**config.mk**
```make
export PLATFORM = sky130hd
export DESIGN_NAME = lsu_dmem_master_flat
export DESIGN_NICKNAME = d
export VERILOG_FILES = /design/src/rtl/lsu_dmem_master_if.sv /design/src/rtl/lsu_dmem_master.sv /design/src/flat_wrapper.sv
export SDC_FILE = /design/constraint.sdc
export NUM_CORES = 1
export LEC_CHECK = 0
export CAP_MARGIN = 40
export CORE_ASPECT_RATIO = 0.75
export CORE_MARGIN = 1
export CORE_UTILIZATION = 45
export DETAILED_ROUTE_END_ITERATION = 10
export PLACE_DENSITY = 0.71
export SLEW_MARGIN = 20
export SYNTH_ARGS = -nofsm -noshare
export SYNTH_HDL_FRONTEND = slang
export SYNTH_SLANG_ARGS = --single-unit
```
**constraint.sdc**
```tcl
create_clock -name clk -period 2.76 [get_ports clk]
set_clock_uncertainty 0.1 [all_clocks]
set_input_delay 0.552 -clock clk [delete_from_list [all_inputs] [get_ports clk]]
set_output_delay 0.552 -clock clk [all_outputs]
set_load 0.02 [all_outputs]
```
**src/rtl/lsu_dmem_master_if.sv**
```systemverilog
// Core request/response handshake plus data-memory port of the LSU.
// master = LSU side, slave = core + memory side.
interface lsu_dmem_master_if #(
    parameter int ADDR_W = 16
);
    logic              req_valid;
    logic              req_ready;
    logic              req_we;
    logic [2:0]        req_funct3;
    logic [ADDR_W-1:0] req_addr;
    logic [31:0]       req_wdata;

    logic              rsp_valid;
    logic [31:0]       rsp_rdata;
    logic              rsp_err;

    logic [ADDR_W-3:0] mem_rd_addr;
    logic [31:0]       mem_rd_dout;
    logic [ADDR_W-3:0] mem_wr_addr;
    logic [31:0]       mem_wr_din;
    logic              mem_we;
    logic [3:0]        mem_be;

    modport master (
        input  req_valid, req_we, req_funct3, req_addr, req_wdata, mem_rd_dout,
        output req_ready, rsp_valid, rsp_rdata, rsp_err,
               mem_rd_addr, mem_wr_addr, mem_wr_din, mem_we, mem_be
    );

    modport slave (
        output req_valid, req_we, req_funct3, req_addr, req_wdata, mem_rd_dout,
        input  req_ready, rsp_valid, rsp_rdata, rsp_err,
               mem_rd_addr, mem_wr_addr, mem_wr_din, mem_we, mem_be
    );
endinterface

```
**src/rtl/lsu_dmem_master.sv**
```systemverilog
// LSU data-memory initiator: one request at a time, byte-lane store formatting,
// load extraction/extension, misaligned accesses split across two words.
module lsu_dmem_master #(
    parameter int ADDR_W           = 16,
    parameter bit ALLOW_MISALIGNED = 1'b1
) (
    input  logic              clk,
    input  logic              rst,
    lsu_dmem_master_if.master bus
);
    localparam int WA_W = ADDR_W - 2;

    typedef enum logic [2:0] {IDLE, RD0, RD1, LDRSP, WR0, WR1, RSP} state_t;

    state_t          state_q, state_d;
    logic [2:0]      f3_q, f3_d;
    logic [1:0]      off_q, off_d;
    logic            split_q, split_d;
    logic [WA_W-1:0] wa_q, wa_d;
    logic [3:0]      hi_be_q, hi_be_d;
    logic [31:0]     hi_din_q, hi_din_d;
    logic [31:0]     lo_q, lo_d;

    logic [WA_W-1:0] rd_addr_q, rd_addr_d;
    logic [WA_W-1:0] wr_addr_q, wr_addr_d;
    logic [31:0]     wr_din_q, wr_din_d;
    logic            we_q, we_d;
    logic [3:0]      be_q, be_d;
    logic            rsp_valid_q, rsp_valid_d;
    logic [31:0]     rsp_rdata_q, rsp_rdata_d;
    logic            rsp_err_q, rsp_err_d;

    // Request decode: lane mask spread over two words tells us whether it splits.
    logic [3:0]  req_mask;
    logic [7:0]  req_be8;
    logic [63:0] req_din64;
    logic        req_legal, req_split, req_err;

    always_comb begin
        unique case (bus.req_funct3[1:0])
            2'b00:   req_mask = 4'b0001;
            2'b01:   req_mask = 4'b0011;
            2'b10:   req_mask = 4'b1111;
            default: req_mask = 4'b0000;
        endcase
        req_be8   = {4'b0000, req_mask} << bus.req_addr[1:0];
        req_din64 = {32'd0, bus.req_wdata} << {bus.req_addr[1:0], 3'b000};
        req_split = |req_be8[7:4];
        if (bus.req_we)
            req_legal = (bus.req_funct3[2] == 1'b0) && (bus.req_funct3[1:0] != 2'b11);
        else
            req_legal = bus.req_funct3 inside {3'b000, 3'b001, 3'b010, 3'b100, 3'b101};
        req_err = !req_legal || (req_split && !ALLOW_MISALIGNED);
    end

    // Load assembly: word W sits in the low half, W+1 (if split) in the high half.
    logic [63:0] ld_pair;
    logic [31:0] ld_raw, ld_ext;

    always_comb begin
        ld_pair = (split_q ? {bus.mem_rd_dout, lo_q} : {32'd0, bus.mem_rd_dout})
                  >> {off_q, 3'b000};
        ld_raw  = ld_pair[31:0];
        unique case (f3_q)
            3'b000:  ld_ext = {{24{ld_raw[7]}}, ld_raw[7:0]};
            3'b001:  ld_ext = {{16{ld_raw[15]}}, ld_raw[15:0]};
            3'b100:  ld_ext = {24'd0, ld_raw[7:0]};
            3'b101:  ld_ext = {16'd0, ld_raw[15:0]};
            default: ld_ext = ld_raw;
        endcase
    end

    always_comb begin
        state_d     = state_q;
        f3_d        = f3_q;
        off_d       = off_q;
        split_d     = split_q;
        wa_d        = wa_q;
        hi_be_d     = hi_be_q;
        hi_din_d    = hi_din_q;
        lo_d        = lo_q;
        rd_addr_d   = rd_addr_q;
        wr_addr_d   = wr_addr_q;
        wr_din_d    = wr_din_q;
        we_d        = 1'b0;
        be_d        = 4'b0000;
        rsp_valid_d = 1'b0;
        rsp_rdata_d = rsp_rdata_q;
        rsp_err_d   = rsp_err_q;

        unique case (state_q)
            IDLE: begin
                if (bus.req_valid) begin
                    f3_d     = bus.req_funct3;
                    off_d    = bus.req_addr[1:0];
                    split_d  = req_split;
                    wa_d     = bus.req_addr[ADDR_W-1:2];
                    hi_be_d  = req_be8[7:4];
                    hi_din_d = req_din64[63:32];
                    if (req_err) begin
                        rsp_valid_d = 1'b1;
                        rsp_err_d   = 1'b1;
                        rsp_rdata_d = 32'd0;
                    end else if (bus.req_we) begin
                        state_d   = WR0;
                        we_d      = 1'b1;
                        be_d      = req_be8[3:0];
                        wr_addr_d = bus.req_addr[ADDR_W-1:2];
                        wr_din_d  = req_din64[31:0];
                    end else begin
                        state_d   = RD0;
                        rd_addr_d = bus.req_addr[ADDR_W-1:2];
                    end
                end
            end
            RD0: begin
                if (split_q) begin
                    state_d   = RD1;
                    rd_addr_d = wa_q + WA_W'(1);
                end else begin
                    state_d = LDRSP;
                end
            end
            RD1: begin
                lo_d    = bus.mem_rd_dout;
                state_d = LDRSP;
            end
            LDRSP: begin
                state_d     = IDLE;
                rsp_valid_d = 1'b1;
                rsp_err_d   = 1'b0;
                rsp_rdata_d = ld_ext;
            end
            WR0: begin
                if (split_q) begin
                    state_d   = WR1;
                    we_d      = 1'b1;
                    be_d      = hi_be_q;
                    wr_addr_d = wa_q + WA_W'(1);
                    wr_din_d  = hi_din_q;
                end else begin
                    state_d     = IDLE;
                    rsp_valid_d = 1'b1;
                    rsp_err_d   = 1'b0;
                    rsp_rdata_d = 32'd0;
                end
            end
            WR1: begin
                state_d     = IDLE;
                rsp_valid_d = 1'b1;
                rsp_err_d   = 1'b0;
                rsp_rdata_d = 32'd0;
            end
            // The response is registered on the return to IDLE so the core can
            // hand over the next request in the response cycle; RSP just recovers.
            default: state_d = IDLE;
        endcase
    end

    always_ff @(posedge clk or negedge rst) begin
        if (!rst) begin
            state_q     <= IDLE;
            f3_q        <= '0;
            off_q       <= '0;
            split_q     <= 1'b0;
            wa_q        <= '0;
            hi_be_q     <= '0;
            hi_din_q    <= '0;
            lo_q        <= '0;
            rd_addr_q   <= '0;
            wr_addr_q   <= '0;
            wr_din_q    <= '0;
            we_q        <= 1'b0;
            be_q        <= '0;
            rsp_valid_q <= 1'b0;
            rsp_rdata_q <= '0;
            rsp_err_q   <= 1'b0;
        end else begin
            state_q     <= state_d;
            f3_q        <= f3_d;
            off_q       <= off_d;
            split_q     <= split_d;
            wa_q        <= wa_d;
            hi_be_q     <= hi_be_d;
            hi_din_q    <= hi_din_d;
            lo_q        <= lo_d;
            rd_addr_q   <= rd_addr_d;
            wr_addr_q   <= wr_addr_d;
            wr_din_q    <= wr_din_d;
            we_q        <= we_d;
            be_q        <= be_d;
            rsp_valid_q <= rsp_valid_d;
            rsp_rdata_q <= rsp_rdata_d;
            rsp_err_q   <= rsp_err_d;
        end
    end

    assign bus.req_ready   = (state_q == IDLE);
    assign bus.rsp_valid   = rsp_valid_q;
    assign bus.rsp_rdata   = rsp_rdata_q;
    assign bus.rsp_err     = rsp_err_q;
    assign bus.mem_rd_addr = rd_addr_q;
    assign bus.mem_wr_addr = wr_addr_q;
    assign bus.mem_wr_din  = wr_din_q;
    assign bus.mem_we      = we_q;
    assign bus.mem_be      = be_q;
endmodule
```
**src/flat_wrapper.sv**
```systemverilog
// flat-port wrapper written by rule: the top's interface ports become plain ports
module lsu_dmem_master_flat 
#(
    parameter int ADDR_W           = 16,
    parameter bit ALLOW_MISALIGNED = 1'b1
)
  (clk, rst, bus_req_valid, bus_req_we, bus_req_funct3, bus_req_addr, bus_req_wdata, bus_mem_rd_dout, bus_req_ready, bus_rsp_valid, bus_rsp_rdata, bus_rsp_err, bus_mem_rd_addr, bus_mem_wr_addr, bus_mem_wr_din, bus_mem_we, bus_mem_be);
  lsu_dmem_master_if #(.ADDR_W(ADDR_W)) bus_i ();
  input  logic clk;
  input  logic rst;
  input wire logic [$bits(bus_i.req_valid)-1:0] bus_req_valid;
  input wire logic [$bits(bus_i.req_we)-1:0] bus_req_we;
  input wire logic [$bits(bus_i.req_funct3)-1:0] bus_req_funct3;
  input wire logic [$bits(bus_i.req_addr)-1:0] bus_req_addr;
  input wire logic [$bits(bus_i.req_wdata)-1:0] bus_req_wdata;
  input wire logic [$bits(bus_i.mem_rd_dout)-1:0] bus_mem_rd_dout;
  output wire logic [$bits(bus_i.req_ready)-1:0] bus_req_ready;
  output wire logic [$bits(bus_i.rsp_valid)-1:0] bus_rsp_valid;
  output wire logic [$bits(bus_i.rsp_rdata)-1:0] bus_rsp_rdata;
  output wire logic [$bits(bus_i.rsp_err)-1:0] bus_rsp_err;
  output wire logic [$bits(bus_i.mem_rd_addr)-1:0] bus_mem_rd_addr;
  output wire logic [$bits(bus_i.mem_wr_addr)-1:0] bus_mem_wr_addr;
  output wire logic [$bits(bus_i.mem_wr_din)-1:0] bus_mem_wr_din;
  output wire logic [$bits(bus_i.mem_we)-1:0] bus_mem_we;
  output wire logic [$bits(bus_i.mem_be)-1:0] bus_mem_be;
  assign bus_i.req_valid = bus_req_valid;
  assign bus_i.req_we = bus_req_we;
  assign bus_i.req_funct3 = bus_req_funct3;
  assign bus_i.req_addr = bus_req_addr;
  assign bus_i.req_wdata = bus_req_wdata;
  assign bus_i.mem_rd_dout = bus_mem_rd_dout;
  assign bus_req_ready = bus_i.req_ready;
  assign bus_rsp_valid = bus_i.rsp_valid;
  assign bus_rsp_rdata = bus_i.rsp_rdata;
  assign bus_rsp_err = bus_i.rsp_err;
  assign bus_mem_rd_addr = bus_i.mem_rd_addr;
  assign bus_mem_wr_addr = bus_i.mem_wr_addr;
  assign bus_mem_wr_din = bus_i.mem_wr_din;
  assign bus_mem_we = bus_i.mem_we;
  assign bus_mem_be = bus_i.mem_be;
  lsu_dmem_master #(.ADDR_W(ADDR_W), .ALLOW_MISALIGNED(ALLOW_MISALIGNED)) u_core (.clk(clk), .rst(rst), .bus(bus_i));
endmodule
```
==> results of run 1 <==
## final cells by class
| type | count | area, um2 |
|---|---|---|
| clock inverter | 12 | 145 |
| fill | 1829 | 8380 |
| tap | 288 | 360 |
| timing repair buffer | 254 | 2440 |
| clock buffer | 19 | 453 |
| multi-input combinational | 701 | 4940 |
| sequential | 181 | 4530 |
| inverter | 41 | 154 |
## cell usage in the layout (no fill, tap or decap), types with 34 or more instances in the layout
cell	count
mux2_2	50
nor2_1	90
buf_4	61
nand3_1	34
nand2_1	120
o21ai_0	70
mux2i_1	102
dfrtp_1	180
clkdlybuf4s50_1	183
inv_1	38
## layer usage
layer  part of all wire [%]  GRT usage (%)  up-vias
li1                       -              -     4025
met4                    1.0           6.30        0
met5                      0              0        -
met1                     47           37.5     4245
met3                    8.1           7.26       32
met2                     44           38.4      323
## flip-flops by register name, indices dropped and copies added (netlist names)
signal and count:
u_core.bus.mem_be 4, u_core.bus.mem_rd_addr 14, u_core.bus.mem_we 1, u_core.bus.mem_wr_addr 14
u_core.bus.mem_wr_din 32, u_core.bus.rsp_err 1, u_core.bus.rsp_rdata 32, u_core.bus.rsp_valid 1
u_core.f3_q 3, u_core.hi_be_q 3, u_core.hi_din_q 24, u_core.lo_q 32
u_core.off_q 2, u_core.split_q 1, u_core.state_q 3, u_core.wa_q 14
## path summary, 6_finish.rpt
| check | slack (ns) | end | from | depth (start not counted) |
|---|---|---|---|---|
| worst max-delay path | 0.20 | bus_req_ready | u_core.state_q[0] | 2 |
| worst min-delay path | 0.02 | u_core.bus.rsp_rdata[30] | rst | 1 |
| worst max register to register | 0.37 | u_core.bus.rsp_rdata[23] | u_core.split_q | 5 |
| worst min register to register | 0.37 | u_core.hi_din_q[22] | u_core.hi_din_q[22] | 2 |
| max in group asynchronous | 1.78 | u_core.lo_q[18] | rst | 2 |
| min in group clk | 0.37 | u_core.hi_din_q[22] | u_core.hi_din_q[22] | 2 |
## logic make-up after synthesis
family,Yosys count
AO/OA/AOI/OAI,221
buffers and inverters,117
multiplexers,165
flip-flops,181
AND/OR/NAND/NOR,303
XOR/XNOR,6
adder cells (fa/ha/maj),6
## power by group
group	switching, uW	leakage, uW	internal, uW	total (uW)
combinational	3530	0.00322	3420	6960
clock	1090	0.000280	1390	2490
sequential	974	0.00225	3830	4810
## critical path, delay by kind of cell, from the launching register on
| kind | cells | cell delay, ns |
|---|---|---|
| AND/OR/NAND/NOR | 1 | 0.26 |
| flip-flops | 1 | 0.56 |
| buffers and inverters | 1 | 0.67 |
## through the flow
step           std cells  utilization, %  cell area [um2]  hold slack, ns  power, uW
2_1_floorplan        999               -             9940           0.156       8990
3_3_place_gp        1463            58.0            12400           0.346      11600
3_5_place_dp        1465            58.0            12400           0.352      11700
4_1_cts             1496            60.8            13000          0.0354      14300
5_1_grt             1496            60.8            13000          0.0530      15100
6_report            1496            60.8            13000          0.0188      14300
==> impl_results.md, run 1 <==
* Status: finished clean
* Area Overhead vs Synth at 31.0%
* Proportion of synthesized area in mux cells at 18.9%
* Startpoint types: flip-flop
* Synth Area in XOR/XNOR at 0.529%
* Worst-Margin Slew at 0.607 ns
* Max FO, Critical Path at 14
* Die extent in x at 174 um
* Die area at 22700 um2
* Most common flop cell mapped by yosys: dfrtp_1
* Clock tree buffer depth at 2
* Vias at 8625
* Total core area at 21400 um2
* Crit path time final at approximately 2.6 ns
* Synth Cell Area at slightly below 10000 um2
* Layout cell share with drive strength beyond 1 at around 15%
* First-pass GRT wire length at between 40 and 50 mm
* Largest family of logic cells by synthesized area: multiplexers
* WL per Instance at 19.2 um
* Final hold violation count at 0
* Tot GR Track Use at 25.9%
* Share of flip-flops with an asynchronous set or reset at 100%
* Synth Area in Simple Gates at roughly 14%
* Clk_lat worst skew at 0.43 ns
* I/O pin count at about 190
* Vias in the first global route at about 8000
* Hold_buf cts at 0
* Pre-CTS setup slack at around 0.0060 ns
* Setup repair after global routing missed its margin: false
* Max Clock Freq at between 300 and 400 MHz
* # Max-Cap Violations at 0
* Final period util at 92.8%
* Syn nets at 1092
* Maximum vdd drop at around 480 uV
* Worst EP arrival at between 1.5 and 2 ns
* Clock root cell: clkbuf_16
* H-tree Lvls at 4
* Synthesized-area fraction occupied by adder cells at 0.755%
* EDFF count, synth at 0
* WP data required at 2.11 ns
* # setup viols final at 0
* Gr ovfl total at 0
* Worst-path cell chain: nor3_1 -> clkdlybuf4s50_1
* Largest area contributor in the netlist: dfrtp_1
* Final WL at ~29 mm
* Initial antenna violation count at 0
* Num CTS Buffers at 17
* Max incr delay on CP at 0.67 ns
* CTS sink cnt at 181
* DP HPWL at around 21 mm
* Post-synth top area share at 45.6%
* IO Port Bufs at 186
* CP max stage cell: clkdlybuf4s50_1
* Post-route ant nets at 0
* PwrDens at 1090 nW/um2
* DRC viols at 0
* Final Max Slew Viols at 0
* Ys Warns at 0
* # Post-CTS Setup Buffers at 0
* Avg Inst Size Synth at roughly 10 um2
* Synth Area in Compound Gates at 15.5%
* Pin count of the biggest net entering global routing at 69
* #FFs+latches synth at roughly 180
* Pleak at 0.00575 uW
* Clk pin slew, worst setup/hold paths at roughly 0.070 ns
* Class of the worst hold path: in2async
* Yosys cell types at 62
* Initial Utilization at 46.4%
* PnR worst setup slack at 0.200 ns
* Most frequent cell after synthesis: dfrtp_1
* DR vias/cell at roughly 5.8
* Critical path class: reg2out
* DRT Pass-1 Iters at 5
* Area contributors post-synth: dfrtp_1 46%, mux2i_1 10%, mux2_2 5.7%, nand2_1 4.5%, o21ai_0 3.5%
* Register area share after synthesis at 45.6%
* Setup TNS at 0 ns
* Die Y at 131 um
* CTS tree: done
* Slew headroom at roughly 59%
* Cells after synthesis at 999
* ANT cells at 0
* Placer Congestion at between 0.8 and 0.9
* Row count at 46
* Top cells by count, synth: 181 x dfrtp_1, 120 x nand2_1, 102 x mux2i_1
* CTS resizes at 0
* Iter 0 DRT Violations at between 700 and 800
* Fin nets at about 1300
* CP endpoint kind: primary output
No activity file was read; power rests on OpenSTA's default activity.
==> run 2: changes to the inputs <==
CORE_UTILIZATION = 53   (was 45)
PLACE_DENSITY = 0.81   (was 0.71)
==> impl_results.md, run 2 (synthesis gave the netlist of run 1 again) <==
* Status: finished clean
* Gr ovfl total at 0
* Final WL at 28.6 mm
* DRT Pass-1 Iters at 6
* Top sig layer: met4
* First-pass GRT wire length at 45.6 mm
* Clock root cell: clkbuf_16
* Vias at 8722
* Vias in the first global route at 8231
* # setup viols final at 0
* H-tree Lvls at 4
* Buffers and inverters on the worst path at 1
* Crit path from: u_core.state_q[0]
* WL per Instance at 19.9 um
* Post-route ant nets at 0
* CTS sink cnt at 181
* CTS tree: done
* Maximum vdd drop at 547 uV
* Pleak at 0.00570 uW
* Reg2Reg Launch Point: u_core.off_q[0]
* Die extent in x at 160 um
* Setup TNS at 0 ns
* Class of the worst hold path: in2async
* Pin count of the biggest net entering global routing at 65
* Hold_buf cts at 0
* ANT cells at 0
* Worst-path cell chain: nor3_1 -> clkdlybuf4s50_1
* # Max-Cap Violations at 0
* CP endpoint kind: primary output
* Final Max Slew Viols at 0
* Die area at around 19000 um2
* Hold_ws at 0.00504 ns
* Setup repair after global routing missed its margin: false
* I/O pin count at between 150 and 200
* CTS resizes at 0
* Placed instance count at 1404
* Finished Layout Cells at 1437
* Power Total at 14100 uW
* Max FO, Critical Path at 14
* IO Port Bufs at 186
* Placer Congestion at 0.880
* WL met2 at 12.7 mm
* CP max stage cell: clkdlybuf4s50_1
* Row count at 42
* Max incr delay on CP at ~0.67 ns
* Final period util at 92.9%
* Clock tree buffer depth at 2
* WL met3 at 2.32 mm
* PwrDens at 1100 nW/um2
* Startpoint types: flip-flop
* DRC viols at 0
* DP HPWL at 20.2 mm
* Initial antenna violation count at 0
* Num CTS Buffers at 17
* Final core utilization at 71.4%
* M1 WL at 13.0 mm
* Max Clock Freq at 390 MHz
* Iter 0 DRT Violations at 953
* Clk pin slew, worst setup/hold paths at 0.08 ns
* Final hold violation count at 0
* Worst path top cell family by delay: buffers and inverters
* Most frequent cells in the layout: 183 x clkdlybuf4s50_1, 180 x dfrtp_1, 120 x nand2_1
* Area Overhead vs Synth at 29.5%
* Worst EP arrival at between 1.5 and 2 ns
* # Post-CTS Setup Buffers at 0
* WP data required at 2.11 ns
* Critical path class: reg2out
* Slew headroom at between 40% and 50%
* Crit path time final at 2.56 ns
* Total core area at ~18000 um2
* Worst-Margin Slew at ~0.77 ns
* Clk_lat worst skew at 0.43 ns
* Initial Utilization at 55.2%
* Fin nets at 1275
* DR vias/cell at slightly above 6
* Tot GR Track Use at 30.3%
* Commonest non-fill, non-tap cell in the layout: clkdlybuf4s50_1
* Layout cell share with drive strength beyond 1 at 14.1%
* Die Y at between 100 and 150 um
run 2: final cells by class:
| cell class | instances | area, um2 |
|---|---|---|
| fill | 1313 | 5150 |
| multi-input combinational | 701 | 4940 |
| sequential | 181 | 4530 |
| timing repair buffer | 240 | 2390 |
| clock buffer | 18 | 429 |
| tap | 242 | 303 |
| inverter | 41 | 154 |
| clock inverter | 14 | 120 |
run 2: per-layer routing:
layer	global-route usage, %	up-vias
met2	44.4	411
met3	6.52	49
met1	44.9	4266
met4	9.29	0
met5	0	-
li1	-	3996
run 2: power by group:
part	internal (uW)	switching, uW
combinational	3410	3550
clock	1180	1120
sequential	3830	1040
total	8430	5710
run 2: worst paths after layout:
check                      slack (ns)  cells after the start                        to
setup / recovery                 0.20                      2             bus_req_ready
hold / removal                  0.005                      1  u_core.bus.rsp_rdata[28]
setup reg to reg                 0.26                      6  u_core.bus.rsp_rdata[26]
hold reg to reg                  0.37                      2       u_core.hi_din_q[18]
max in group asynchronous        1.83                      2           u_core.lo_q[13]
min in group clk                 0.37                      2       u_core.hi_din_q[18]
run 2: worst reg2reg max path, stage by stage (launching register included):
cell       delay [ns]
dfrtp_2          0.65
buf_4            0.31
nor3_1           0.10
buf_4            0.21
o2bb2ai_1        0.14
o21ai_0          0.63
o2111ai_1        0.20
run 2: stage by stage:
| stage | setup WS [ns] | instance area, um2 |
|---|---|---|
| floorplan | 0.537 | 9940 |
| global placement | 0.0514 | 12300 |
| detailed placement | 0.0122 | 12300 |
| CTS | 0.202 | 12900 |
| global route | 0.0987 | 12900 |
| finish | 0.197 | 12900 |
